File: config.mk
export PLATFORM = sky130hd
export DESIGN_NAME = ro_puf_challenge_sequencer
export DESIGN_NICKNAME = d
export VERILOG_FILES = /design/src/rtl/ro_puf_challenge_sequencer_pkg.sv /design/src/rtl/ro_puf_challenge_sequencer_phase_timer.sv /design/src/rtl/ro_puf_challenge_sequencer.sv
export SDC_FILE = /design/constraint.sdc
export NUM_CORES = 1
export LEC_CHECK = 0
export ABC_AREA = 1
export ABC_CLOCK_PERIOD_IN_PS = 1700
export CAP_MARGIN = 10
export CORE_UTILIZATION = 50
export CTS_CLUSTER_SIZE = 28
export DETAILED_ROUTE_END_ITERATION = 10
export GPL_ROUTABILITY_DRIVEN = 0
export PLACE_DENSITY = 0.78
export SYNTH_ARGS = -nofsm -noshare
export SYNTH_HDL_FRONTEND = slang
export SYNTH_SLANG_ARGS = --single-unit
File: constraint.sdc
create_clock -name clock -period 1.7 [get_ports clock]
set_input_delay 0.425 -clock clock [delete_from_list [all_inputs] [get_ports clock]]
set_output_delay 0.425 -clock clock [all_outputs]
set_load 0.01 [all_outputs]
File: src/rtl/ro_puf_challenge_sequencer_pkg.sv
// Shared definitions for the RO-PUF challenge sequencer: FSM state encoding,
// default phase durations and the PUF core measurement window.
package ro_puf_challenge_sequencer_pkg;

    typedef enum logic [2:0] {
        ST_IDLE   = 3'd0,
        ST_CLEAR  = 3'd1,
        ST_RUN    = 3'd2,
        ST_SETTLE = 3'd3,
        ST_DONE   = 3'd4
    } state_e;

    localparam int unsigned DEF_NBITS         = 16;
    localparam int unsigned DEF_CLEAR_CYCLES  = 4;
    localparam int unsigned DEF_RUN_CYCLES    = 4104;
    localparam int unsigned DEF_SETTLE_CYCLES = 2;

    // Core clock counter terminal value; RUN must exceed this so the RO
    // counters have frozen before the comparison bit is read.
    localparam int unsigned CORE_WINDOW = 32'h0000_0fff;

    function automatic int unsigned max3(input int unsigned a,
                                         input int unsigned b,
                                         input int unsigned c);
        int unsigned m;
        m = a;
        if (b > m) m = b;
        if (c > m) m = c;
        return m;
    endfunction

endpackage

File: src/rtl/ro_puf_challenge_sequencer_phase_timer.sv
// Loadable down-counter with terminal-count flag; times the CLEAR, RUN and
// SETTLE phases. Loading N-1 makes the phase last exactly N cycles.
module ro_puf_challenge_sequencer_phase_timer #(
    parameter int unsigned W = 4
) (
    input  logic         clk_i,
    input  logic         rst_i,
    input  logic         load_i,
    input  logic [W-1:0] load_val_i,
    output logic         tc_o
);

    logic [W-1:0] count_q;
    logic [W-1:0] count_d;

    // Next count: load wins, otherwise decrement and hold at zero
    always_comb begin
        count_d = count_q;
        if (load_i) begin
            count_d = load_val_i;
        end else if (count_q != '0) begin
            count_d = count_q - W'(1);
        end
    end

    // Count register with synchronous reset
    always_ff @(posedge clk_i) begin
        if (rst_i) begin
            count_q <= '0;
        end else begin
            count_q <= count_d;
        end
    end

    assign tc_o = (count_q == '0);

endmodule

File: src/rtl/ro_puf_challenge_sequencer.sv
// Sequencer in front of the 16-RO PUF core: for each response bit it clears
// the core, runs one measurement window on a stride-selected RO pair, samples
// the comparison bit and finally offers the packed word with valid/ready.
module ro_puf_challenge_sequencer
    import ro_puf_challenge_sequencer_pkg::*;
#(
    parameter int unsigned NBITS         = DEF_NBITS,
    parameter int unsigned CLEAR_CYCLES  = DEF_CLEAR_CYCLES,
    parameter int unsigned RUN_CYCLES    = DEF_RUN_CYCLES,
    parameter int unsigned SETTLE_CYCLES = DEF_SETTLE_CYCLES
) (
    input  logic             clock,
    input  logic             reset,
    input  logic             start,
    input  logic [3:0]       stride,
    output logic [3:0]       ro_select1,
    output logic [3:0]       ro_select2,
    output logic             ro_enable,
    output logic             ro_reset,
    input  logic             puf_bit,
    output logic [NBITS-1:0] response,
    output logic             response_valid,
    input  logic             response_ready,
    output logic             busy,
    output logic             error
);

    localparam int unsigned PW = $clog2(max3(CLEAR_CYCLES, RUN_CYCLES, SETTLE_CYCLES) + 1);
    localparam int unsigned KW = $clog2(NBITS + 1);

    state_e           state_q, state_d;
    logic [KW-1:0]    k_q, k_d, k_next;
    logic [3:0]       stride_q, stride_d;
    logic [3:0]       sel1_q, sel1_d;
    logic [3:0]       sel2_q, sel2_d;
    logic [NBITS-1:0] response_q, response_d;
    logic             error_q, error_d;

    logic             timer_load;
    logic [PW-1:0]    timer_val;
    logic             timer_tc;

    logic             accept;
    logic             capture;
    logic             last_bit;

    assign accept   = (state_q == ST_IDLE) && start && (stride != 4'd0);
    assign capture  = (state_q == ST_SETTLE) && timer_tc;
    assign last_bit = (k_q == KW'(NBITS - 1));
    assign k_next   = k_q + KW'(1);

    ro_puf_challenge_sequencer_phase_timer #(
        .W (PW)
    ) u_phase_timer (
        .clk_i      (clock),
        .rst_i      (reset),
        .load_i     (timer_load),
        .load_val_i (timer_val),
        .tc_o       (timer_tc)
    );

    // FSM next state and phase timer loads
    always_comb begin
        state_d    = state_q;
        timer_load = 1'b0;
        timer_val  = '0;
        unique case (state_q)
            ST_IDLE: begin
                if (accept) begin
                    state_d    = ST_CLEAR;
                    timer_load = 1'b1;
                    timer_val  = PW'(CLEAR_CYCLES - 1);
                end
            end
            ST_CLEAR: begin
                if (timer_tc) begin
                    state_d    = ST_RUN;
                    timer_load = 1'b1;
                    timer_val  = PW'(RUN_CYCLES - 1);
                end
            end
            ST_RUN: begin
                if (timer_tc) begin
                    state_d    = ST_SETTLE;
                    timer_load = 1'b1;
                    timer_val  = PW'(SETTLE_CYCLES - 1);
                end
            end
            ST_SETTLE: begin
                if (timer_tc) begin
                    if (last_bit) begin
                        state_d = ST_DONE;
                    end else begin
                        state_d    = ST_CLEAR;
                        timer_load = 1'b1;
                        timer_val  = PW'(CLEAR_CYCLES - 1);
                    end
                end
            end
            ST_DONE: begin
                if (response_ready) begin
                    state_d = ST_IDLE;
                end
            end
            default: state_d = ST_IDLE;
        endcase
    end

    // Datapath next values: stride latch, bit index, selects, response, error
    always_comb begin
        k_d        = k_q;
        stride_d   = stride_q;
        sel1_d     = sel1_q;
        sel2_d     = sel2_q;
        response_d = response_q;
        error_d    = (state_q == ST_IDLE) && start && (stride == 4'd0);
        if (accept) begin
            stride_d   = stride;
            response_d = '0;
            k_d        = '0;
            sel1_d     = 4'd0;
            sel2_d     = stride;
        end
        if (capture) begin
            for (int unsigned i = 0; i < NBITS; i++) begin
                if (k_q == KW'(i)) begin
                    response_d[i] = puf_bit;
                end
            end
            if (!last_bit) begin
                k_d    = k_next;
                // Selects wrap mod 16 even when k runs past 15
                sel1_d = 4'(k_next);
                sel2_d = 4'(k_next) + stride_q;
            end
        end
    end

    // State and datapath registers with synchronous reset
    always_ff @(posedge clock) begin
        if (reset) begin
            state_q    <= ST_IDLE;
            k_q        <= '0;
            stride_q   <= '0;
            sel1_q     <= 4'd0;
            sel2_q     <= 4'd1;
            response_q <= '0;
            error_q    <= 1'b0;
        end else begin
            state_q    <= state_d;
            k_q        <= k_d;
            stride_q   <= stride_d;
            sel1_q     <= sel1_d;
            sel2_q     <= sel2_d;
            response_q <= response_d;
            error_q    <= error_d;
        end
    end

    assign ro_select1     = sel1_q;
    assign ro_select2     = sel2_q;
    assign ro_enable      = (state_q == ST_RUN);
    assign ro_reset       = (state_q == ST_IDLE) || (state_q == ST_CLEAR) || (state_q == ST_DONE);
    assign response       = response_q;
    assign response_valid = (state_q == ST_DONE);
    assign busy           = (state_q != ST_IDLE);
    assign error          = error_q;

endmodule

# After elaboration in Yosys (flattened, before gate mapping)

Index checks and enable logic that the tools add are counted.

$add $sub $neg: 3
Equal/unequal tests: 24
Mux-type cells: 47
Reductions and logical operators: 16

Operators by type and width:

| kind                                               | number |
|---|---|
| case mux 13 bit (4 select lines)                   | 1 |
| == test 5 x 4 -> 1 bit, second input constant      | 8 |
| two-way mux 13 bit                                 | 3 |
| two-way mux 16 bit                                 | 2 |
| two-way mux 4 bit                                  | 6 |
| two-way mux 1 bit                                  | 21 |
| == test 5 x 3 -> 1 bit, second input constant      | 4 |
| two-way mux 3 bit                                  | 6 |
| two-way mux 5 bit                                  | 3 |
| case mux 3 bit (5 select lines)                    | 1 |
| zero test 13 bit                                   | 1 |
| nonzero test 13 bit                                | 1 |
| subtractor 13 x 1 -> 13 bit, second input constant | 1 |
| == test 5 x 2 -> 1 bit, second input constant      | 2 |
| == test 3 x 2 -> 1 bit, second input constant      | 2 |
| two-way mux 2 bit                                  | 3 |
| inequality test 2 bit, second input constant       | 3 |
| adder 5 x 1 -> 5 bit, second input constant        | 1 |
| == test 5 x 1 -> 1 bit, second input constant      | 1 |
| zero test 5 bit                                    | 1 |
| AND reduction 5 bit                                | 1 |
| adder 4 bit                                        | 1 |
| logical AND 1 bit                                  | 4 |
| zero test 4 bit                                    | 1 |
| 10 further kinds                                   | 12 |

Bits in registers: 50
Input port bits: 9
Logic and storage cells: 98

# Longest topological paths before layout

Word-level depth: 6
Depth in mapped cells: 12
Depth with buffers taken out: 11

# Cells and area by module

A second synthesis with hierarchy kept.

Cell total of the unflattened synthesis: 407
Area, all modules: 2844.0 sq um

Modules (own cells, without submodules):

| module                                 | instances | cells each | area an instance (sq um) |
|---|---|---|---|
| ro_puf_challenge_sequencer             | 1         | 268        | 1901.8 |
| ro_puf_challenge_sequencer_phase_timer | 1         | 139        | 942.2 |

# Worst setup path after synthesis

OpenSTA, ideal clock, no wires.

Kind: reg-to-reg
Start: register k_q[0]
End: register sel2_q[2] (netlist: ro_select2[2])
Library setup time: 125 ps
Data arrival time: 1551 ps
Path slack: 24 ps
Stages on the path, launching flop included: 7
Buffers on the path: 0
Clock period less this slack: 1676 ps
Cells stage by stage: dfxtp_1 inv_1 ha_1 fa_1 xor2_1 o21ai_0 a31oi_1

Word-level cells in the longest chain between the ends: 4
Elaborated cells between the ends (all ways): 5
Classes of those cells: 2 x add/sub; 1 x eq/ne; 2 x mux

RTL lines:

| what                   | RTL line                          | source |
|---|---|---|
| start, declared        | ro_puf_challenge_sequencer.sv:32  | `logic [KW-1:0] k_q, k_d, k_next;` |
| start signal, assigned | ro_puf_challenge_sequencer.sv:151 | `k_q <= k_d;` |
| adder 5 x 1 -> 5 bit   | ro_puf_challenge_sequencer.sv:50  | `assign k_next = k_q + KW'(1);` |
| adder 4 bit            | ro_puf_challenge_sequencer.sv:134 | `sel2_d = 4'(k_next) + stride_q;` |
| two-way mux 4 bit *    | ro_puf_challenge_sequencer.sv:130 | `if (!last_bit) begin` |
| two-way mux 4 bit *    | ro_puf_challenge_sequencer.sv:124 | `if (capture) begin` |
| end signal, assigned   | ro_puf_challenge_sequencer.sv:154 | `sel2_q <= sel2_d;` |
| end, declared          | ro_puf_challenge_sequencer.sv:35  | `logic [3:0] sel2_q, sel2_d;` |

Every way passes the cells marked *; elsewhere a longest branch is shown, timed or not.
A chain may end at the register's enable or synchronous reset.

# Final worst setup path

Start: register state_q[1]
End: output busy

Word-level cells in the longest chain between the ends: 1

RTL lines:

| what                   | RTL line                          | source |
|---|---|---|
| start, declared        | ro_puf_challenge_sequencer.sv:31  | `state_e state_q, state_d;` |
| start signal, assigned | ro_puf_challenge_sequencer.sv:150 | `state_q <= state_d;` |
| nonzero test 3 bit     | ro_puf_challenge_sequencer.sv:166 | `assign busy = (state_q != ST_IDLE);` |
| end, declared          | ro_puf_challenge_sequencer.sv:24  | `output logic busy,` |

Every way passes these cells.

==> out/summary.log <==
INFO  worst_setup_path critical_path.top_delay_family=flip-flops
INFO  logic_synthesis synth_async_sr_flop_share=0%
INFO  global_routing global_route.overflow_total=0
INFO  cells_and_area layout-drive-gt1-share=21.78%
INFO  hold_path      class_of_the_tightest_hold_or_removal_check=flip-flop to flip-flop
INFO  global_routing global_route.usage.total=23.58%
INFO  power_and_ir_drop vdd.ir_drop.worst=0.9421mV
INFO  floorplanning  floorplan.initialDensity=53.23%
INFO  logic_synthesis post-synth-top-count-cell=sky130_fd_sc_hd__nand2_1
INFO  cts            worstSkewPairLatency=0.31ns
INFO  worst_setup_path worstSetupEndpointType=primary output
INFO  worst_setup_path criticalPathCategory=flip-flop to primary output
INFO  cts            ctsLongestPathBuffers=2
INFO  logic_synthesis ys.warnings.count=0
INFO  logic_synthesis synth_top_cells_by_count=96 x sky130_fd_sc_hd__nand2_1, 50 x sky130_fd_sc_hd__dfxtp_1, 43 x sky130_fd_sc_hd__nand3_1
INFO  cts            cts_num_sinks=50
INFO  detailed_routing detail_route.vias_per_cell=5.373
INFO  cells_and_area stdcell_count=520
INFO  worst_setup_path critical_path.cell_chain=nor2_4 > nand2_1 > dlygate4sd2_1
INFO  global_routing first_global_vias=2613
INFO  logic_synthesis proportion_of_netlist_area_held_by_the_largest_area_contributor=35.68%
INFO  logic_synthesis post_synth_main_area_contributors=sky130_fd_sc_hd__dfxtp_1 36%, sky130_fd_sc_hd__nand2_1 13%, sky130_fd_sc_hd__nand3_1 7.7%
INFO  cts            clk_pin_slew_worst_paths=0.10ns
INFO  detailed_routing detailedRoute.firstIterationViolations=145
INFO  floorplanning  die_area=5914um^2
INFO  detailed_routing drc=0
INFO  floorplanning  die_width=76.90um
INFO  timing         finalCriticalPeriod=1.693ns
INFO  timing         final_max_slew_viol_count=0
INFO  power_and_ir_drop power_density=1528nW/um^2
INFO  timing         worst-slew-pin-transition=0.4646ns
INFO  cells_and_area area.growth.synth_to_final=32.02%
INFO  placement      dpl_cell_area=3410um^2
INFO  cts            tritoncts=built
INFO  flow_run       max-cap-violations=0
INFO  logic_synthesis synthCells=388
INFO  timing         hold-worst-slack=0.4692ns
INFO  cts            root_buffer=sky130_fd_sc_hd__clkbuf_8
INFO  logic_synthesis synth_seq_area_share=35.68%
INFO  timing         rsz_0062_raised_after_global_routing=yes
INFO  placement      dpl.hpwl=4780um
INFO  logic_synthesis synth_net_count=407
INFO  floorplanning  placement_rows=26
INFO  run_status     status=finished, final reports clean
INFO  timing         clock_skew=0.008050ns
INFO  placement      place_inst=507
INFO  detailed_routing routed_wl=7140um
INFO  cells_and_area finalInstanceArea=3704um^2
INFO  logic_synthesis yosys_most_used_dff=sky130_fd_sc_hd__dfxtp_1
INFO  logic_synthesis yosys_register_bits=50
INFO  worst_setup_path cp.required=1.27ns
INFO  cts            htreeDepth=2
INFO  timing         setup-violations-final=0
INFO  power_and_ir_drop leak_pwr=1.611nW
INFO  logic_synthesis synth_top_cell_by_area=sky130_fd_sc_hd__dfxtp_1
INFO  worst_setup_path critPathBufInv=1
INFO  detailed_routing route.detailed.wl_per_inst=13.73um
INFO  logic_synthesis synth_enable_flop_cells=0
INFO  floorplanning  die_y=76.90um
INFO  worst_setup_path worstPathArrival=1.27ns
INFO  power_and_ir_drop report.power.total=5.660mW
INFO  placement      io_buffer_count=37
INFO  cells_and_area design.final.nets=468
INFO  timing         slew-limit-headroom=68.79%
INFO  detailed_routing postRouteAntennaNets=0
INFO  global_routing grt_antenna_before_repair=0
INFO  global_routing pin_count_of_the_biggest_net_entering_global_routing=20
INFO  timing         maxClockFrequency=0.5906GHz
INFO  logic_synthesis synth_area=2805um^2
INFO  worst_setup_path critical-path-max-stage-delay=0.39ns
INFO  floorplanning  floorplan.io_pins=38
INFO  worst_setup_path critPathMaxFanout=5
INFO  timing         final_min_period_over_clock_period=99.60%
INFO  logic_synthesis synth_cell_types=31
INFO  worst_setup_path critPathLaunchType=flip-flop
INFO  floorplanning  floorplan.core_area=5270um^2
INFO  cells_and_area antenna_cells=0
INFO  detailed_routing routed-via-count=2794
INFO  global_routing wire_length_of_the_first_global_routing_pass=11300um
INFO  timing         hold_violations=0
INFO  logic_synthesis syn_area_per_cell=7.230um^2
INFO  worst_setup_path slowest_stage=sky130_fd_sc_hd__dfxtp_4
INFO  detailed_routing detail_route.first_pass.iterations=6
INFO  cts            cts_buffers=5
[registers in the layout, indices dropped and copies added, names as in the netlist]
register,flops
u_phase_timer.count_q,13
ro_select2,4
k_q,5
response,16
state_q,3
error,1
ro_select1,4
stride_q,4
[final cells by class]
cell class / count / area, um^2
multi-input cells: 292 / 1709
fillers: 405 / 1567
flip-flops and latches: 50 / 1013
repair buffers: 64 / 618.1
inverters: 36 / 137.6
well taps: 70 / 87.58
clock buffers: 5 / 68.82
clock inverters: 3 / 68.82
[worst reg2reg max path: stages (launching register included)]
cell                      delay, ns
sky130_fd_sc_hd__dfxtp_2       0.35
sky130_fd_sc_hd__ha_2          0.20
sky130_fd_sc_hd__buf_4         0.14
sky130_fd_sc_hd__inv_1         0.09
sky130_fd_sc_hd__nor2_4        0.05
sky130_fd_sc_hd__nand2_2       0.11
sky130_fd_sc_hd__nand4_4       0.14
sky130_fd_sc_hd__buf_12        0.18
sky130_fd_sc_hd__inv_2         0.09
sky130_fd_sc_hd__nand2_1       0.06
sky130_fd_sc_hd__nor2_1        0.10
sky130_fd_sc_hd__nor2_1        0.06
[report_power, final]
part           leakage (nW)  switching (mW)  total, mW  internal [mW]
combinational          1.13            1.83       3.03           1.20
sequential            0.410           0.238       1.61           1.37
clock                0.0683           0.428       1.02          0.590
total                  1.61            2.50       5.66           3.16
[cells in the final DEF (no fill, tap or decap), types with 2 or more instances in the layout]
| cell type | count |
|---|---|
| sky130_fd_sc_hd__dfxtp_2 | 7 |
| sky130_fd_sc_hd__ha_4 | 2 |
| sky130_fd_sc_hd__o21ai_1 | 6 |
| sky130_fd_sc_hd__nor3_1 | 2 |
| sky130_fd_sc_hd__ha_2 | 2 |
| sky130_fd_sc_hd__nand3_2 | 2 |
| sky130_fd_sc_hd__o21ai_0 | 6 |
| sky130_fd_sc_hd__inv_1 | 21 |
| sky130_fd_sc_hd__nor2_1 | 37 |
| sky130_fd_sc_hd__a31oi_1 | 2 |
| sky130_fd_sc_hd__nor2_4 | 10 |
| sky130_fd_sc_hd__dfxtp_1 | 42 |
| sky130_fd_sc_hd__dlygate4sd2_1 | 2 |
| sky130_fd_sc_hd__inv_2 | 14 |
| sky130_fd_sc_hd__buf_4 | 23 |
| sky130_fd_sc_hd__bufinv_16 | 2 |
| sky130_fd_sc_hd__nor2_2 | 5 |
| sky130_fd_sc_hd__nand2_1 | 96 |
| sky130_fd_sc_hd__nand3b_1 | 3 |
| sky130_fd_sc_hd__nand2_2 | 3 |
| sky130_fd_sc_hd__nor2_8 | 3 |
| sky130_fd_sc_hd__clkbuf_8 | 5 |
| sky130_fd_sc_hd__ha_1 | 5 |
| sky130_fd_sc_hd__xor2_1 | 13 |
| sky130_fd_sc_hd__nand4_1 | 9 |
| sky130_fd_sc_hd__nand3_1 | 42 |
| sky130_fd_sc_hd__a21oi_2 | 2 |
| sky130_fd_sc_hd__clkdlybuf4s50_1 | 32 |
| sky130_fd_sc_hd__a21oi_1 | 29 |
| sky130_fd_sc_hd__nand2_4 | 5 |
| sky130_fd_sc_hd__buf_12 | 4 |
[worst paths after layout]
check / startpoint / endpoint / slack, ns / cells past startpoint
setup / recovery: state_q[1] / busy / 0.007 / 3
hold / removal: ro_select1[0] / ro_select1[0] / 0.47 / 2
setup reg to reg: k_q[0] / ro_select2[3] / 0.03 / 11
hold reg to reg: ro_select1[0] / ro_select1[0] / 0.47 / 2
[timing repair]
| action | in CTS | in global routing |
|---|---|---|
| pin swaps | 0 | 6 |
| gates resized for setup | 14 | 25 |
| setup endpoints to repair | 7 | 42 |
| hold buffers | 0 | 0 |
| hold endpoints to repair | 0 | 0 |
| gates cloned | 0 | 1 |
| buffers inserted | 0 | 4 |
[per-stage QoR]
| step | worst slack [ns] | utilization, % | setup TNS [ns] |
|---|---|---|---|
| after floorplan | 0.02376 | - | 0 |
| after global placement | -0.1079 | 64.70 | -2.446 |
| after detailed placement | -0.1849 | 64.70 | -4.064 |
| after CTS | 0.006009 | 67.71 | 0 |
| after global routing | -0.05328 | 70.28 | -0.5112 |
| final | 0.006873 | 70.28 | 0 |
[per-layer routing]
layer / up-vias / global-route usage (%) / part of all wire [%]
met4: 0 / 9.231 / 1.7
li1: 1374 / - / -
met3: 12 / 4.643 / 4.9
met5: - / 0 / 0
met1: 1306 / 28.11 / 42
met2: 102 / 41.25 / 51
[kinds of logic after synthesis]
kind of cell | synth area share [%]
AOI/OAI and AO/OA | 8.519
DFF | 35.68
adders and majority gates | 4.728
xor gates and xnor gates | 4.683
and+or+nand+nor | 39.30
buffers and inverters | 7.092
Note: power is estimated with default switching activity, not from simulation.
